## src/rtl/seg_pkg.sv

```systemverilog
// Shared constants and helpers for the seven-segment scan driver.
// Segment bits are active-low: a 0 lights the segment. Bit order is
// [0]=A, [1]=B, ... [6]=G, so 7'h7F is fully dark.
package seg_pkg;

  localparam logic [6:0] SEG_0     = 7'h40;
  localparam logic [6:0] SEG_1     = 7'h79;
  localparam logic [6:0] SEG_2     = 7'h24;
  localparam logic [6:0] SEG_3     = 7'h30;
  localparam logic [6:0] SEG_4     = 7'h19;
  localparam logic [6:0] SEG_5     = 7'h12;
  localparam logic [6:0] SEG_6     = 7'h02;
  localparam logic [6:0] SEG_7     = 7'h78;
  localparam logic [6:0] SEG_8     = 7'h00;
  localparam logic [6:0] SEG_9     = 7'h10;
  localparam logic [6:0] SEG_A     = 7'h08;
  localparam logic [6:0] SEG_B     = 7'h03;
  localparam logic [6:0] SEG_C     = 7'h46;
  localparam logic [6:0] SEG_D     = 7'h21;
  localparam logic [6:0] SEG_E     = 7'h06;
  localparam logic [6:0] SEG_F     = 7'h0E;
  localparam logic [6:0] SEG_DASH  = 7'h3F;
  localparam logic [6:0] SEG_BLANK = 7'h7F;

  // Number of bits needed to hold values 0..v-1 (clog2(1) = 0).
  function automatic int clog2(input int v);
    int r;
    r = 0;
    while ((1 << r) < v) r++;
    return r;
  endfunction

endpackage

```

## src/rtl/seg_hex_decode.sv

```systemverilog
// Combinational 4-bit code to active-low seven-segment pattern.
// In decimal mode codes 10..15 render as a dash so bad BCD is visible.
module seg_hex_decode
  import seg_pkg::*;
(
  input  logic [3:0] code,
  input  logic       hex_mode,
  output logic [6:0] seg
);

  // Pure lookup; every case assigns seg so no latch is possible.
  always_comb begin
    case (code)
      4'h0:    seg = SEG_0;
      4'h1:    seg = SEG_1;
      4'h2:    seg = SEG_2;
      4'h3:    seg = SEG_3;
      4'h4:    seg = SEG_4;
      4'h5:    seg = SEG_5;
      4'h6:    seg = SEG_6;
      4'h7:    seg = SEG_7;
      4'h8:    seg = SEG_8;
      4'h9:    seg = SEG_9;
      4'hA:    seg = hex_mode ? SEG_A : SEG_DASH;
      4'hB:    seg = hex_mode ? SEG_B : SEG_DASH;
      4'hC:    seg = hex_mode ? SEG_C : SEG_DASH;
      4'hD:    seg = hex_mode ? SEG_D : SEG_DASH;
      4'hE:    seg = hex_mode ? SEG_E : SEG_DASH;
      default: seg = hex_mode ? SEG_F : SEG_DASH;
    endcase
  end

endmodule

```

## src/rtl/seg_scan_display.sv

```systemverilog
// Time-multiplexed driver for a common-anode seven-segment display.
// A prescaler divides each digit slot; the first P_GUARD cycles of a slot
// keep every digit deselected so the previous digit's pattern cannot ghost.
module seg_scan_display
  import seg_pkg::*;
#(
  parameter int P_DIGITS   = 4,
  parameter int P_SCAN_DIV = 50000,
  parameter int P_GUARD    = 16,
  parameter int P_HEX      = 0
) (
  input  logic                  i_clk,
  input  logic                  i_rst,
  input  logic                  i_en,
  input  logic                  i_load,
  input  logic [4*P_DIGITS-1:0] i_data,
  input  logic [P_DIGITS-1:0]   i_dp,
  input  logic                  i_blank_lz,
  output logic [6:0]            o_seg,
  output logic                  o_dp,
  output logic [P_DIGITS-1:0]   o_sel,
  output logic                  o_frame
);

  localparam int PW = clog2(P_SCAN_DIV);
  localparam int IW = (P_DIGITS > 1) ? clog2(P_DIGITS) : 1;
  localparam logic [PW-1:0] PSC_LAST = PW'(P_SCAN_DIV - 1);
  localparam logic [IW-1:0] IDX_LAST = IW'(P_DIGITS - 1);
  localparam logic          HEX_MODE = (P_HEX != 0);

  logic [PW-1:0]         psc;
  logic [IW-1:0]         idx;
  logic [4*P_DIGITS-1:0] data_sh;
  logic [P_DIGITS-1:0]   dp_sh;
  logic                  blank_sh;

  logic                  psc_tc;
  logic                  idx_tc;
  logic                  in_guard;
  logic [P_DIGITS-1:0]   blank_vec;
  logic [P_DIGITS-1:0]   sel_n;
  logic [3:0]            cur_code;
  logic                  cur_dp;
  logic                  cur_blank;
  logic [6:0]            dec_seg;

  assign psc_tc = (psc == PSC_LAST);
  assign idx_tc = (idx == IDX_LAST);

  if (P_GUARD == 0) begin : g_no_guard
    assign in_guard = 1'b0;
  end else begin : g_guard
    assign in_guard = (psc < PW'(P_GUARD));
  end

  // Shadow registers: capture a whole frame on the load strobe.
  // NOTE: sequential state uses non-blocking (<=) so every flop samples pre-edge values.
  always_ff @(posedge i_clk) begin
    if (i_rst) begin
      data_sh  <= '0;
      dp_sh    <= '0;
      blank_sh <= 1'b0;
    end else if (i_load) begin
      data_sh  <= i_data;
      dp_sh    <= i_dp;
      blank_sh <= i_blank_lz;
    end
  end

  // Slot prescaler and digit index; keep running even when disabled.
  always_ff @(posedge i_clk) begin
    if (i_rst) begin
      psc <= '0;
      idx <= '0;
    end else if (psc_tc) begin
      psc <= '0;
      idx <= idx_tc ? '0 : idx + IW'(1);
    end else begin
      psc <= psc + PW'(1);
    end
  end

  // Leading-zero mask: digit k blanks when it and every digit above it are zero.
  // NOTE: each always_comb output gets a default first so no path can infer a latch.
  always_comb begin
    logic zero_run;
    zero_run  = 1'b1;
    blank_vec = '0;
    for (int k = P_DIGITS - 1; k >= 1; k--) begin
      zero_run     = zero_run && (data_sh[k*4 +: 4] == 4'd0);
      blank_vec[k] = blank_sh && zero_run;
    end
  end

  // Select the digit under scan and build the active-low select vector.
  always_comb begin
    cur_code  = '0;
    cur_dp    = 1'b0;
    cur_blank = 1'b0;
    sel_n     = '1;
    for (int i = 0; i < P_DIGITS; i++) begin
      if (idx == IW'(i)) begin
        cur_code  = data_sh[i*4 +: 4];
        cur_dp    = dp_sh[i];
        cur_blank = blank_vec[i];
        sel_n[i]  = 1'b0;
      end
    end
  end

  seg_hex_decode u_decode (
    .code     (cur_code),
    .hex_mode (HEX_MODE),
    .seg      (dec_seg)
  );

  // Output registers: dark during guard or when disabled; frame pulse on scan wrap.
  always_ff @(posedge i_clk) begin
    if (i_rst) begin
      o_seg   <= SEG_BLANK;
      o_dp    <= 1'b1;
      o_sel   <= '1;
      o_frame <= 1'b0;
    end else begin
      o_frame <= psc_tc && idx_tc;
      if (!i_en || in_guard) begin
        o_seg <= SEG_BLANK;
        o_dp  <= 1'b1;
        o_sel <= '1;
      end else begin
        o_seg <= cur_blank ? SEG_BLANK : dec_seg;
        o_dp  <= ~cur_dp;
        o_sel <= sel_n;
      end
    end
  end

endmodule

```

## config.mk

```make
export PLATFORM = sky130hd
export DESIGN_NAME = seg_scan_display
export DESIGN_NICKNAME = d
export VERILOG_FILES = /design/src/rtl/seg_pkg.sv /design/src/rtl/seg_hex_decode.sv /design/src/rtl/seg_scan_display.sv
export SDC_FILE = /design/constraint.sdc
export NUM_CORES = 1
export LEC_CHECK = 0
export CORE_UTILIZATION = 52
export CTS_CLUSTER_DIAMETER = 120
export DETAILED_ROUTE_END_ITERATION = 8
export PLACE_DENSITY = 0.87
export SLEW_MARGIN = 10
export SYNTH_ARGS = -nofsm -noshare
export SYNTH_HDL_FRONTEND = slang
export SYNTH_SLANG_ARGS = --single-unit
```

## constraint.sdc

```tcl
create_clock -name i_clk -period 2.44 [get_ports i_clk]
set_input_delay 0.366 -clock i_clk [delete_from_list [all_inputs] [get_ports i_clk]]
set_output_delay 0.366 -clock i_clk [all_outputs]
set_load 0.005 [all_outputs]
```

==> results.json <==
{
  "hold_path_class": "register to register",
  "cts_buffers": 5,
  "critPathRequiredTime_ps": 2640,
  "die_area_um2": 4636,
  "p_sw_share_pct": 21.93,
  "wl_um": 4551,
  "tightestPinTransition_ps": 495.5,
  "drt_iter0_drc": 73,
  "cts_tree": "done",
  "synth.area.top_cells": "dfxtp_1 (46%), mux2i_1 (9.7%), nor2_1 (7.4%), xor2_1 (3.1%), nand2_1 (3.0%)",
  "combPwrFrac_pct": 9.4,
  "max_slew_margin_pct": 66.66,
  "place_inst": 324,
  "ys_warn_count": 0,
  "layout_min_cycle_time_ps": 2314,
  "slew_violations": 0,
  "hold_violations": 0,
  "cp.arrival_ps": 2510,
  "p_int_mw": 1.204,
  "grt_overflow": 0,
  "synth_top_area_share_pct": 45.84,
  "initial_core_util_pct": 55.57,
  "ys_seq_elements": 52,
  "path_clk_slew_ps": 80,
  "synthCells": 244,
  "synth_top_area_cell": "dfxtp_1",
  "grt_start_max_net_pins": 25,
  "hold_ws_ps": 474.4,
  "drive_gt1_share_pct": 7.117,
  "grt_pass1_wl_um": 7500,
  "cts_root_buffer": "clkbuf_8",
  "rows": 23,
  "vias": 1816,
  "area_delta_synth_final_pct": 22.37,
  "cp-start-kind": "register",
  "gp_congestion": 0.8581,
  "seq_area_frac_synth_pct": 45.84,
  "clock_power_share_pct": 32.8,
  "p_leak_nw": 1.118,
  "rsz0062_at_grt": "no",
  "fin_setup_tns_ps": 0,
  "ir_worst_vdd_uv": 369.6,
  "core_area_um2": 4086,
  "clock_latency_ps": 300,
  "antenna_found_initial": 0,
  "clk_path_buf_depth": 2,
  "io_pins": 38,
  "io_buffers": 37,
  "fp.dieH_um": 68.09,
  "seqPwrFrac_pct": 57.8,
  "synth_edf_count": 0,
  "design_area_um2": 2779,
  "synthTopCellsByCount": "dfxtp_1 (52), nor2_1 (45), mux2i_1 (22)",
  "cellPowerDensity_nw_per_um2": 555.1,
  "outcome": "finished, final reports clean",
  "yosysMostFrequentCell": "dfxtp_1",
  "avgSynthCellArea_um2": 9.307,
  "htree_levels": 2,
  "switchingPower_uw": 338.3,
  "grt_pass1_vias": 1739,
  "firstDrtPassIters": 4,
  "setup_viol": 0,
  "ant_nets": 0,
  "dpl.hpwl_um": 3263,
  "netlist_area_um2": 2271,
  "synth_cell_types": 43,
  "synthArstFlopShare_pct": 0,
  "cap_violations": 0,
  "worst_setup_path_end_kind": "register",
  "worstSetupPathType": "register to register",
  "synthFlopType": "dfxtp_1",
  "grt_usage_pct": 22.12,
  "nNetsFinal": 311,
  "drc": 0,
  "place_area_um2": 2678,
  "syn_nets": 274,
  "fp.dieW_um": 68.09,
  "max_freq_mhz": 432.2,
  "crit_fanout": 12,
  "min_period_over_period_pct": 94.84,
  "post_cts_buffers": 0,
  "cts.sinks": 52,
  "vias_per_cell": 5.486,
  "wire_per_inst_um": 13.75,
  "hold_buffers": 0,
  "skew_ps": 5.127,
  "diodes": 0,
  "final_cells": 331
}
## worst max-delay path: stages, from the launching register on
cell and delay (ps):
dfxtp_1 410, inv_1 90, ha_1 330, a211oi_1 340, a221oi_1 180, nor2_1 240
mux2_2 370, a211o_1 260
## through the flow
stage	utilization, %	setup slack [ps]	total power [mW]
final	68.00	126.0	1.543
after global routing	68.00	20.91	1.609
after CTS	67.88	115.9	1.556
after detailed placement	65.52	153.6	1.055
after global placement	65.52	234.7	1.052
after floorplan	-	355.1	0.9925
## worst paths after layout
check                                         start                  end  slack, ps  cells after the start
worst max-delay path            idx[0]$_SDFFE_PP0N_  o_seg[3]$_SDFF_PP1_        130                      7
worst min-delay path              psc[0]$_SDFF_PP0_    psc[0]$_SDFF_PP0_        470                      1
worst max register to register  idx[0]$_SDFFE_PP0N_  o_seg[3]$_SDFF_PP1_        130                      7
worst min register to register    psc[0]$_SDFF_PP0_    psc[0]$_SDFF_PP0_        470                      1
## repair_timing
action | CTS | global route
gates resized for setup | 0 | 1
setup endpoints to repair | 0 | 1
endpoints found under the hold margin | 0 | 0
## state kept, by name (all words and copies together), names as in the netlist
signal    count
o_dp          1
o_frame       1
blank_sh      1
psc          16
dp_sh         4
o_sel         4
o_seg         7
data_sh      16
idx           2
## layout make-up
cell class                      instances  area, um2
Fill cell                             330       1308
Tap cell                               50      62.56
Inverter                                9      33.78
Multi-Input combinational cell        172       1145
Timing Repair Buffer                   41      400.4
Clock buffer                            7      96.34
Sequential cell                        52       1041
## cell families (layout without fill, tap and decap cells)
logic type / after synthesis / after routing / share of synthesized area [%]
AO/OA/AOI/OAI: 29 / 29 / 10.25
XOR/XNOR: 15 / 15 / 5.785
adder cells (fa/ha/maj): 5 / 5 / 2.755
buffers and inverters: 20 / 57 / 3.967
flip-flops: 52 / 52 / 45.84
multiplexers: 23 / 23 / 10.19
AND/OR/NAND/NOR: 100 / 100 / 21.21
## placed cells by master, fill, tap and decap left out, types with 2 or more instances in the layout
cell / count
nand2_1: 18
nand3_1: 7
nor2_1: 45
nand4_1: 3
nor4_1: 5
dfxtp_1: 52
nor3_1: 3
xor2_1: 8
a21o_1: 2
nand3b_1: 5
o21bai_1: 4
buf_4: 4
inv_1: 9
and3_2: 2
nor3b_1: 4
clkdlybuf4s50_1: 37
xnor2_1: 7
mux2i_1: 22
a211oi_1: 3
a21oi_1: 7
o21ai_0: 2
a221o_1: 2
a211o_1: 2
clkbuf_8: 7
ha_1: 5
## metal layers
| metal | routed length [um] | track usage [%] |
|---|---|---|
| met4 | 104 | 10.16 |
| met5 | 0 | 0 |
| met1 | 1963 | 25.05 |
| met3 | 203 | 5.833 |
| met2 | 2280 | 38.36 |
## power by group through the flow
stage,registers (mW),logic (mW),clock network [mW]
after detailed placement,0.911,0.143,0
after global routing,0.895,0.159,0.555
after global placement,0.911,0.141,0
after floorplan,0.905,0.0873,0
after CTS,0.892,0.145,0.519
final,0.892,0.145,0.506
(Power assumes the default switching activity.)
